### src/rtl/cga_mac_segpt_rdbk.sv
// Readback sequencer for MAC SEGPT registers: snapshot PCR/SEG/EXM into a holding register and
// drive it on FIDBI for DRV_CYCLES cycles. Optional FIDBIPAR output via CGA_MAC_RDBK_PARITY_EN.
module cga_mac_segpt_rdbk #(
    parameter int unsigned DRV_CYCLES = 2
) (
    input  logic        MCLK,
    input  logic        RESETN,
    input  logic        RDREQ,
    input  logic [1:0]  RSEL,
    input  logic [15:0] PCR_15_7_2_0,
    input  logic [7:0]  SEG_7_0,
    input  logic        PEX,
    input  logic        VEX,
    input  logic [1:0]  XPT_1_0,
    output logic [15:0] FIDBI_15_0,
    output logic        FIDBIEN,
    output logic        RDACK,
    output logic        RDERR,
`ifdef CGA_MAC_RDBK_PARITY_EN
    output logic        FIDBIPAR,
`endif
    output logic        BUSY
);

    typedef enum logic [1:0] {StIdle, StCapt, StDrive} state_e;

    localparam logic [3:0] CntInit = 4'(DRV_CYCLES - 1);

    state_e      state_q, state_d;
    logic [3:0]  cnt_q, cnt_d;
    logic [1:0]  rsel_q, rsel_d;
    logic [15:0] hold_q, hold_d;
    logic [15:0] fidbi_q, fidbi_d;
    logic        drive_q, drive_d;
    logic        rdack_q, rdack_d;
    logic        rderr_q, rderr_d;
    logic        busy_q, busy_d;
    logic [15:0] word;
    logic        unused_pcr;

    // PCR bits 6:3 carry no architectural state and read back as zero.
    assign unused_pcr = ^PCR_15_7_2_0[6:3];

    always_comb begin
        word = 16'h0000;
        case (rsel_q)
            2'd0:    word = {PCR_15_7_2_0[15:7], 4'b0000, PCR_15_7_2_0[2:0]};
            2'd1:    word = {8'h00, SEG_7_0};
            2'd2:    word = {12'h000, PEX, VEX, XPT_1_0};
            default: word = 16'h0000;
        endcase
    end

    always_comb begin
        state_d = state_q;
        cnt_d   = cnt_q;
        rsel_d  = rsel_q;
        hold_d  = hold_q;
        case (state_q)
            StIdle: begin
                if (RDREQ) begin
                    rsel_d  = RSEL;
                    state_d = StCapt;
                end
            end
            StCapt: begin
                hold_d  = word;
                cnt_d   = CntInit;
                state_d = StDrive;
            end
            StDrive: begin
                if (cnt_q != 4'd0) begin
                    cnt_d = cnt_q - 4'd1;
                end else begin
                    state_d = StIdle;
                end
            end
            default: state_d = StIdle;
        endcase

        // Outputs are registered, so they are computed from the next state.
        drive_d = (state_d == StDrive);
        fidbi_d = drive_d ? hold_d : 16'h0000;
        rdack_d = drive_d && (cnt_d == 4'd0);
        rderr_d = rdack_d && (rsel_q == 2'd3);
        busy_d  = (state_d != StIdle);
    end

    always_ff @(posedge MCLK or negedge RESETN) begin
        if (!RESETN) begin
            state_q <= StIdle;
            cnt_q   <= 4'd0;
            rsel_q  <= 2'd0;
            hold_q  <= 16'h0000;
            fidbi_q <= 16'h0000;
            drive_q <= 1'b0;
            rdack_q <= 1'b0;
            rderr_q <= 1'b0;
            busy_q  <= 1'b0;
        end else begin
            state_q <= state_d;
            cnt_q   <= cnt_d;
            rsel_q  <= rsel_d;
            hold_q  <= hold_d;
            fidbi_q <= fidbi_d;
            drive_q <= drive_d;
            rdack_q <= rdack_d;
            rderr_q <= rderr_d;
            busy_q  <= busy_d;
        end
    end

    assign FIDBI_15_0 = fidbi_q;
    assign FIDBIEN    = drive_q;
    assign RDACK      = rdack_q;
    assign RDERR      = rderr_q;
    assign BUSY       = busy_q;

`ifdef CGA_MAC_RDBK_PARITY_EN
    logic par_q, par_d;

    // Odd parity: the 17-bit {FIDBIPAR, FIDBI} word has an odd number of ones.
    assign par_d = drive_d ? ~(^hold_d) : 1'b0;

    always_ff @(posedge MCLK or negedge RESETN) begin
        if (!RESETN) begin
            par_q <= 1'b0;
        end else begin
            par_q <= par_d;
        end
    end

    assign FIDBIPAR = par_q;
`endif

endmodule

### config.mk
export PLATFORM = sky130hd
export DESIGN_NAME = cga_mac_segpt_rdbk
export DESIGN_NICKNAME = d
export VERILOG_FILES = /design/src/rtl/cga_mac_segpt_rdbk.sv
export SDC_FILE = /design/constraint.sdc
export NUM_CORES = 1
export LEC_CHECK = 0
export ABC_AREA = 1
export CAP_MARGIN = 20
export CORE_AREA = 5 5 71 73
export DETAILED_ROUTE_END_ITERATION = 8
export DIE_AREA = 0 0 76 78
export GPL_ROUTABILITY_DRIVEN = 1
export PLACE_DENSITY = 0.83
export REMOVE_ABC_BUFFERS = 1
export SYNTH_ARGS = -nofsm -noshare
export SYNTH_HDL_FRONTEND = slang
export SYNTH_SLANG_ARGS = --single-unit
### constraint.sdc
create_clock -name MCLK -period 2.07 [get_ports MCLK]
set_clock_uncertainty 0.2 [all_clocks]
set_input_delay 0.414 -clock MCLK [delete_from_list [all_inputs] [get_ports MCLK]]
set_output_delay 0.414 -clock MCLK [all_outputs]
set_load 0.05 [all_outputs]
* After elaboration in Yosys (flattened, before gate mapping) *
Cells that the tools add are included.

cells by class
  add/subtract/negate cells = 1
  eq/ne operators = 6
  multiplexer cells = 8
  reduce and logical (&&, ||, !) cells = 8

operators with widths
  operator             number
  $pmux 16 s3          1
  $mux 16              2
  $eq 2x2->1 const B   4
  $pmux 4 s2           1
  $pmux 2 s3           1
  $eq 2x1->1 const B   2
  $logic_not 2->1      2
  $logic_not 4->1      1
  $mux 2               2
  $mux 4               1
  $reduce_bool 4->1    1
  $sub 4x1->4 const B  1
  $logic_and 1x1->1    2
  $reduce_and 2->1     1
  $reduce_bool 2->1    1

storage, ports and cells
  flip-flop bits (word level) = 44
  input bits = 33
  output and inout port bits = 20
  logic and storage cells = 32

* Longest topological paths before layout *
Gate-level depths: netlist (run 1).

  depth after elaboration = 6
  gate-level depth with buffers = 13
  gate-level depth less buffers = 12

* Worst setup path before layout (run 1) *
OpenSTA, ideal clock, no wires.

  kind = reg2reg
  from = register state_q[1]
  to = register rderr_q (netlist: RDERR)
  setup time = 71 ps
  arrival time = 1452 ps
  required time = 1799 ps
  setup slack = 347 ps
  cell stages (with the launch flop) = 14
  buffers on the path = 1
  period minus slack after synthesis = 1723 ps
  path through = dfrtp_1 inv_1 ha_1 buf_4 inv_1 nor2_2 nand2_1 nand2_1 nand2_1 nand2_1 nand2_1 nor2_1 nand2_1 nor2_1

between the ends
  longest elaborated chain between the ends = 5
  elaborated cells on any way between the ends = 11
  classes of those cells = eq/ne: 3; mux: 4; reduce/logical: 4

RTL lines
  item                                                  line    text
  start, declared                                       29      state_e state_q, state_d;
  start signal, assigned                                91      state_q <= StIdle;
  start signal, assigned                                101     state_q <= state_d;
  $eq 2x2->1 (tied with other cells)                    59      case (state_q)
  $pmux 2 s3 / $pmux 4 s2 (equally long branches)       59
  $eq 2x2->1 / $logic_not 4->1 (equally long branches)  82, 84
  $logic_and 1x1->1 (*)                                 84      rdack_d = drive_d && (cnt_d == 4'd0);
  $logic_and 1x1->1 (*)                                 85      rderr_d = rdack_d && (rsel_q == 2'd3);
  net rderr_d                                           36      logic rderr_q, rderr_d;
  end signal, assigned                                  108     rderr_q <= rderr_d;
  end, declared                                         36

Mark *: on every way through the listed nets, which the timed path passes. The rest lies on a longest branch.
A chain may end at the register's enable or synchronous reset.

* Final worst setup path (run 1) *
  from = register fidbi_q[14] (netlist: FIDBI_15_0[14])
  to = output FIDBI_15_0[14]

RTL lines
  item                    line  text
  start, declared         33    logic [15:0] fidbi_q, fidbi_d;
  start signal, assigned  105   fidbi_q <= fidbi_d;
  end, declared           15    output logic [15:0] FIDBI_15_0,

No word-level cell between the ends.

==> results.json, run 1 <==
{
  "maxCapViolCount": 0,
  "insertion_delay_ns": 0.29,
  "synth-main-ff-cell": "dfrtp_1",
  "critical_path.top_delay_family": "buffers and inverters",
  "grt_util_all_layers_pct": 14.2,
  "cp-start-kind": "flop",
  "finalSetupViolCount": 0,
  "worstPathRequired_ns": 1.46,
  "worst-path-buf-inv": 1,
  "rows": 24,
  "synth_common_cells": "nand2_1, dfrtp_1, inv_1",
  "max_stage_delay_ns": 0.79,
  "tightest_slew_ns": 0.523,
  "hold_path_end": "hold_q[8]",
  "critPathArrivalTime_ns": 1.40,
  "die_width_um": 76,
  "clockBufferDepth": 2,
  "grt_max_degree": 24,
  "dr.pass1.iters": 6,
  "initial_utilization_pct": 45.4,
  "clock-sinks": 44,
  "netlist_top_cells_area": "dfrtp_1, nand2_1, nand3_1",
  "place_area_sq_um": 2440,
  "fin_nets": 300,
  "drv_slew": 0,
  "synth_top_area_share_pct": 56.5,
  "routed_wl_um": 4060,
  "ir_worst_vdd_mv": 0.706,
  "fillers": 355,
  "max-slew-margin-rel_pct": 65.2,
  "synth_largest_area_cell": "dfrtp_1",
  "clkSlewWorstSetupHoldPaths_ns": 0.08,
  "min_path_cells": 2,
  "die_y_um": 78,
  "routabilityCongestion": 0.795,
  "min_period_ns": 2.02,
  "port-buffer-count": 48,
  "dieArea_sq_um": 5930,
  "grt_pass1_vias": 1482,
  "drtAntennaViolNets": 0,
  "period_share_pct": 97.5,
  "outcome": "finished, final reports clean",
  "viasPerCell": 4.72,
  "drt_iter0_drc": 82,
  "hold_viol": 0,
  "synth_cells": 208,
  "post_cts_buffers": 0,
  "critPathCaptureType": "output port",
  "drive_above_1_share_pct": 19.4,
  "avgSynthCellArea_sq_um": 9.37,
  "hp-start": "hold_q[8]",
  "grt_pass1_wl_um": 6690,
  "synth_edf_count": 0,
  "htree_levels": 2,
  "synth-seq-cells": 44,
  "critical_path_class": "flop to output port",
  "ff2ff_setup_slack_ns": 0.23,
  "grt_remaining_overflow": 0,
  "drc": 0,
  "stdcell_area_sq_um": 2560,
  "dpl.hpwl_um": 3010,
  "ys_seq_area_share_pct": 56.5,
  "p_leak_nw": 1.36,
  "yosysWarnings": 0,
  "rsz0062_at_grt": "no",
  "yosysMostFrequentCell": "nand2_1",
  "diodes": 0,
  "routed-via-count": 1486,
  "powerDensity_nw_per_um2": 1470,
  "core_sq_um": 4290,
  "tritoncts": "done",
  "root_buffer": "clkbuf_8",
  "hold_class": "flop to flop",
  "antenna_found_initial": 0,
  "fin_setup_tns_ns": 0,
  "timing.rr.start": "state_q[1]",
  "cts_buffers": 5,
  "cpMaxStageDelayCell": "clkdlybuf4s50_1",
  "reg2reg_to": "RDERR",
  "yosysUniqueCellTypes": 24,
  "path_cells": "clkdlybuf4s50_1",
  "syn_area_sq_um": 1950,
  "wl_per_cell_um": 12.9,
  "worst-path-max-fanout": 1,
  "area_delta_synth_final_pct": 31.6,
  "io_pins": 53,
  "synthArstFlopShare_pct": 100,
  "clock.fmax_ghz": 0.495,
  "r2r_cells": 12
}
[layout by cell type, fill, tap and decap left out]
cell type and n:
a21oi_1 8, a21oi_2 5, buf_2 1, buf_4 19, clkbuf_1 1, clkbuf_8 6, clkdlybuf4s50_1 31, clkinvlp_4 1
dfrtp_1 44, dlygate4sd3_1 1, dlymetal6s2s_1 2, ha_1 4, ha_4 1, inv_1 23, inv_2 3, mux2_2 1
nand2_1 57, nand2_2 2, nand2_4 2, nand3_1 19, nand3_2 2, nand3b_1 1, nor2_1 11, nor2_2 6
nor2_4 2, nor3b_1 1, o21a_1 6, o21ai_0 2, xnor2_1 1
[registers in the layout (all words and copies together) (netlist names)]
signal / cells
rsel_q: 2
FIDBIEN: 1
RDACK: 1
cnt_q: 4
state_q: 2
BUSY: 1
RDERR: 1
FIDBI_15_0: 16
hold_q: 16
[area by class of cell]
cell class / count / area [sq um] / area share, %
clock buffers: 7 / 86.3 / 3.37
clock inverters: 1 / 7.51 / 0.293
inverters: 26 / 97.6 / 3.80
multi-input cells: 131 / 714 / 27.9
flip-flops and latches: 44 / 1100 / 42.9
well taps: 52 / 65.1 / 2.54
repair buffers: 54 / 493 / 19.2
[where the power goes]
| part | switching [mW] | total [mW] | leakage, nW | internal [mW] |
|---|---|---|---|---|
| clock network | 0.270 | 0.541 | 0.0445 | 0.271 |
| registers | 0.159 | 1.32 | 0.586 | 1.16 |
| logic | 1.24 | 1.90 | 0.729 | 0.655 |
[worst max path at each step]
stage,startpoint,to,cells past startpoint
CTS,FIDBI_15_0[8],FIDBI_15_0[8],1
global route,FIDBI_15_0[11],FIDBI_15_0[11],1
finish,FIDBI_15_0[14],FIDBI_15_0[14],1
global placement,RDREQ,FIDBI_15_0[3],8
detailed placement,RDREQ,FIDBI_15_0[2],8
floorplan,state_q[1],FIDBI_15_0[10],8
[timing repair]
| action | 4_1_cts | 5_1_grt |
|---|---|---|
| setup endpoints to repair | 0 | 4 |
| gates resized for setup | 0 | 4 |
| hold endpoints to repair | 21 | 0 |
| hold buffers | 1 | 0 |
[stage by stage]
step                cells  power, mW  setup WS (ns)  hold WS [ns]  util [%]
finish                315       3.76         0.0510         0.287      59.7
global route          315       4.05        0.00185         0.323      59.7
CTS                   315       3.77         0.0222         0.286      59.3
detailed placement    306       3.21          0.147         0.222      56.9
global placement      306       3.15          0.183         0.218      56.9
floorplan             201       2.67         0.0456       -0.0816         -
[layer usage]
layer	part of all wire, %	vias up	global-route usage (%)
met3	5.7	5	4.63
met1	45	686	17.8
met4	1.7	0	7.65
li1	-	751	-
met2	47	44	21.8
met5	0	-	0
[logic make-up (layout without fill, tap and decap cells)]
| logic type | after synthesis | count (layout) | synth area share (%) |
|---|---|---|---|
| buf+inv | 33 | 88 | 7.51 |
| flops | 44 | 44 | 56.5 |
| simple gates | 103 | 103 | 24.6 |
| mux | 1 | 1 | 0.578 |
| xor+xnor | 1 | 1 | 0.449 |
| compound gates | 21 | 21 | 7.12 |
| fa+ha+maj | 5 | 5 | 3.21 |
(Power assumes the default switching activity.)
==> inputs of run 2 (changes only) <==
- ABC_AREA: 1 -> 0
- CORE_AREA: 5 5 71 73 -> 5 5 69 71
- DIE_AREA: 0 0 76 78 -> 0 0 74 76
- MAX_ROUTING_LAYER: default -> met4
==> run 2 against run 1 <==
- the run now ends with negative setup slack left
- worst hold slack gained 0.0080 ns
- combinational power is 15% higher
- die area fell by 5.1%
- maximum frequency fell by 12%
- core utilization rose by 4.7 points
- sequential power about the same
- largest cell class unchanged
- highest routed layer unchanged
==> results.json, run 2 <==
{
  "avgSynthCellArea_sq_um": 12.1,
  "fin_setup_tns_ns": -1.11,
  "antenna_found_initial": 0,
  "powerDensity_nw_per_um2": 1550,
  "root_buffer": "clkbuf_8",
  "synth_cells": 147,
  "drc": 0,
  "ir_worst_vdd_mv": 0.847,
  "timing.rr.start": "cnt_q[1]",
  "syn_area_sq_um": 1780,
  "port-buffer-count": 48,
  "timing.hold.ws_ns": 0.295,
  "drv_slew": 0,
  "grt_util_all_layers_pct": 15.5,
  "cpMaxStageDelayCell": "or3b_4",
  "reg2reg_to": "RDERR",
  "p_leak_nw": 1.36,
  "worstPathRequired_ns": 2.07,
  "wl_per_cell_um": 15.0,
  "synthArstFlopShare_pct": 100,
  "synth_edf_count": 0,
  "min_period_ns": 2.30,
  "io_pins": 53,
  "synth_largest_area_cell": "dfrtp_1",
  "htree_levels": 2,
  "met1_length_um": 1670,
  "drtAntennaViolNets": 0,
  "maxCapViolCount": 0,
  "routabilityCongestion": 0.860,
  "grt_pass1_wl_um": 6560,
  "clkSlewWorstSetupHoldPaths_ns": 0.09,
  "diodes": 0,
  "yosysUniqueCellTypes": 33,
  "die_y_um": 76,
  "critPathCaptureType": "flop",
  "netlist_top_cells_area": "dfrtp_1, nor2b_1, a22o_1",
  "rsz0062_at_grt": "yes",
  "dr.max_layer_used": "met4",
  "ys_seq_area_share_pct": 61.8,
  "routed-via-count": 1374,
  "setup_slack_ns": -0.229,
  "grt_remaining_overflow": 0,
  "hold_viol": 0,
  "violations": "negative setup slack",
  "critical_path.top_delay_family": "simple AND/OR/NAND/NOR gates",
  "cts_buffers": 5,
  "layout_commonest_cell": "dfrtp_1",
  "synth-seq-cells": 44,
  "cp-start-kind": "flop",
  "multi_input_area_sq_um": 701,
  "dr.pass1.iters": 4,
  "synth-main-ff-cell": "dfrtp_1",
  "worstSetupStartpoint": "cnt_q[1]",
  "grt_max_degree": 45,
  "tightest_slew_ns": 0.629,
  "critPathCapture": "RDERR",
  "route.met3.wl_um": 278,
  "hold_class": "flop to flop",
  "worst-path-buf-inv": 1,
  "r2r_cells": 7,
  "synth_common_cells": "dfrtp_1, nor2b_1, nor2_1",
  "fillers": 336,
  "ff2ff_setup_slack_ns": -0.23,
  "initial_utilization_pct": 42.7,
  "clock-sinks": 44,
  "area_delta_synth_final_pct": 50.8,
  "crit_cells": 7,
  "yosysMostFrequentCell": "dfrtp_1",
  "final_cell_mix": "dfrtp_1, buf_4, clkdlybuf4s50_1",
  "routed_wl_um": 4140,
  "worst-path-max-fanout": 3,
  "dpl.hpwl_um": 2770,
  "grt_pass1_vias": 1418,
  "critical_path_class": "flop to flop",
  "outcome": "complete, but fails checks",
  "regArea_sq_um": 1100,
  "drive_above_1_share_pct": 29.5,
  "finalSetupViolCount": 18,
  "path_cells": "inv_2 -> ha_4 -> nor3b_4 -> o311a_1 -> or3b_4 -> or3_4 -> nor4_4",
  "synth_top_area_share_pct": 61.8,
  "yosysWarnings": 0,
  "period_share_pct": 111,
  "viasPerCell": 4.98,
  "finalPower_mw": 4.18,
  "die_width_um": 74,
  "rows": 24,
  "drt_iter0_drc": 55,
  "dieArea_sq_um": 5620,
  "core_sq_um": 4170,
  "wl_met2_um": 2160,
  "insertion_delay_ns": 0.30,
  "fin_nets": 261,
  "max_stage_delay_ns": 0.38,
  "tritoncts": "done",
  "stdcell_area_sq_um": 2690,
  "min_path_cells": 1,
  "place_area_sq_um": 2410,
  "max-slew-margin-rel_pct": 57.6,
  "clock.fmax_ghz": 0.435,
  "clockBufferDepth": 2,
  "critPathArrivalTime_ns": 2.30
}
run 2: timing repair:
| item | in CTS | in global routing |
|---|---|---|
| gates resized for setup | 8 | 24 |
| setup buffers | 2 | 4 |
| pin swaps | 1 | 1 |
| setup endpoints to repair | 16 | 26 |
| hold buffers | 1 | 0 |
| endpoints found under the hold margin | 15 | 0 |
run 2: how the worst min path moves through the flow:
stage,start,endpoint,slack (ns)
2_1_floorplan,RESETN,BUSY,-0.08
3_3_place_gp,hold_q[7],hold_q[7],0.27
3_5_place_dp,hold_q[7],hold_q[7],0.27
4_1_cts,hold_q[7],hold_q[7],0.30
5_1_grt,hold_q[7],hold_q[7],0.31
6_report,hold_q[7],hold_q[7],0.29
run 2: kinds of logic after synthesis:
family	share of synthesized area (%)
fa+ha+maj	3.51
mux	4.07
simple gates	15.9
flops	61.8
buf+inv	3.02
compound gates	11.7
run 2: worst reg2reg max path, delay by kind of cell, from the launching register on:
family / cells / cell delay [ns]
simple gates: 4 / 1.12
flops: 1 / 0.37
compound gates: 1 / 0.31
fa+ha+maj: 1 / 0.16
buf+inv: 1 / 0.06
run 2: where the power goes:
| group | total [mW] | switching (mW) | leakage [nW] | internal, mW |
|---|---|---|---|---|
| clock | 0.670 | 0.307 | 0.0548 | 0.364 |
| combinational | 2.18 | 1.17 | 0.726 | 1.02 |
| sequential | 1.32 | 0.173 | 0.583 | 1.15 |
run 2: layout make-up:
class	instances	area share, %
timing repair buffer	73	24.7
sequential	44	41.0
clock inverter	3	1.72
multi-input combinational	89	26.1
clock buffer	5	2.56
tap	52	2.42
inverter	10	1.58
run 2: routing by layer:
metal / GRT usage (%) / vias up
li1: - / 659
met4: 4.17 / 0
met2: 24.5 / 36
met3: 4.88 / 4
met5: - / -
met1: 19.0 / 675
run 2: metrics by stage:
step	std cells	setup slack (ns)	utilization, %
floorplan	143	-0.439	-
global placement	261	-0.288	57.7
detailed placement	261	-0.345	57.7
CTS	272	-0.197	61.8
global route	276	-0.291	64.4
finish	276	-0.229	64.4
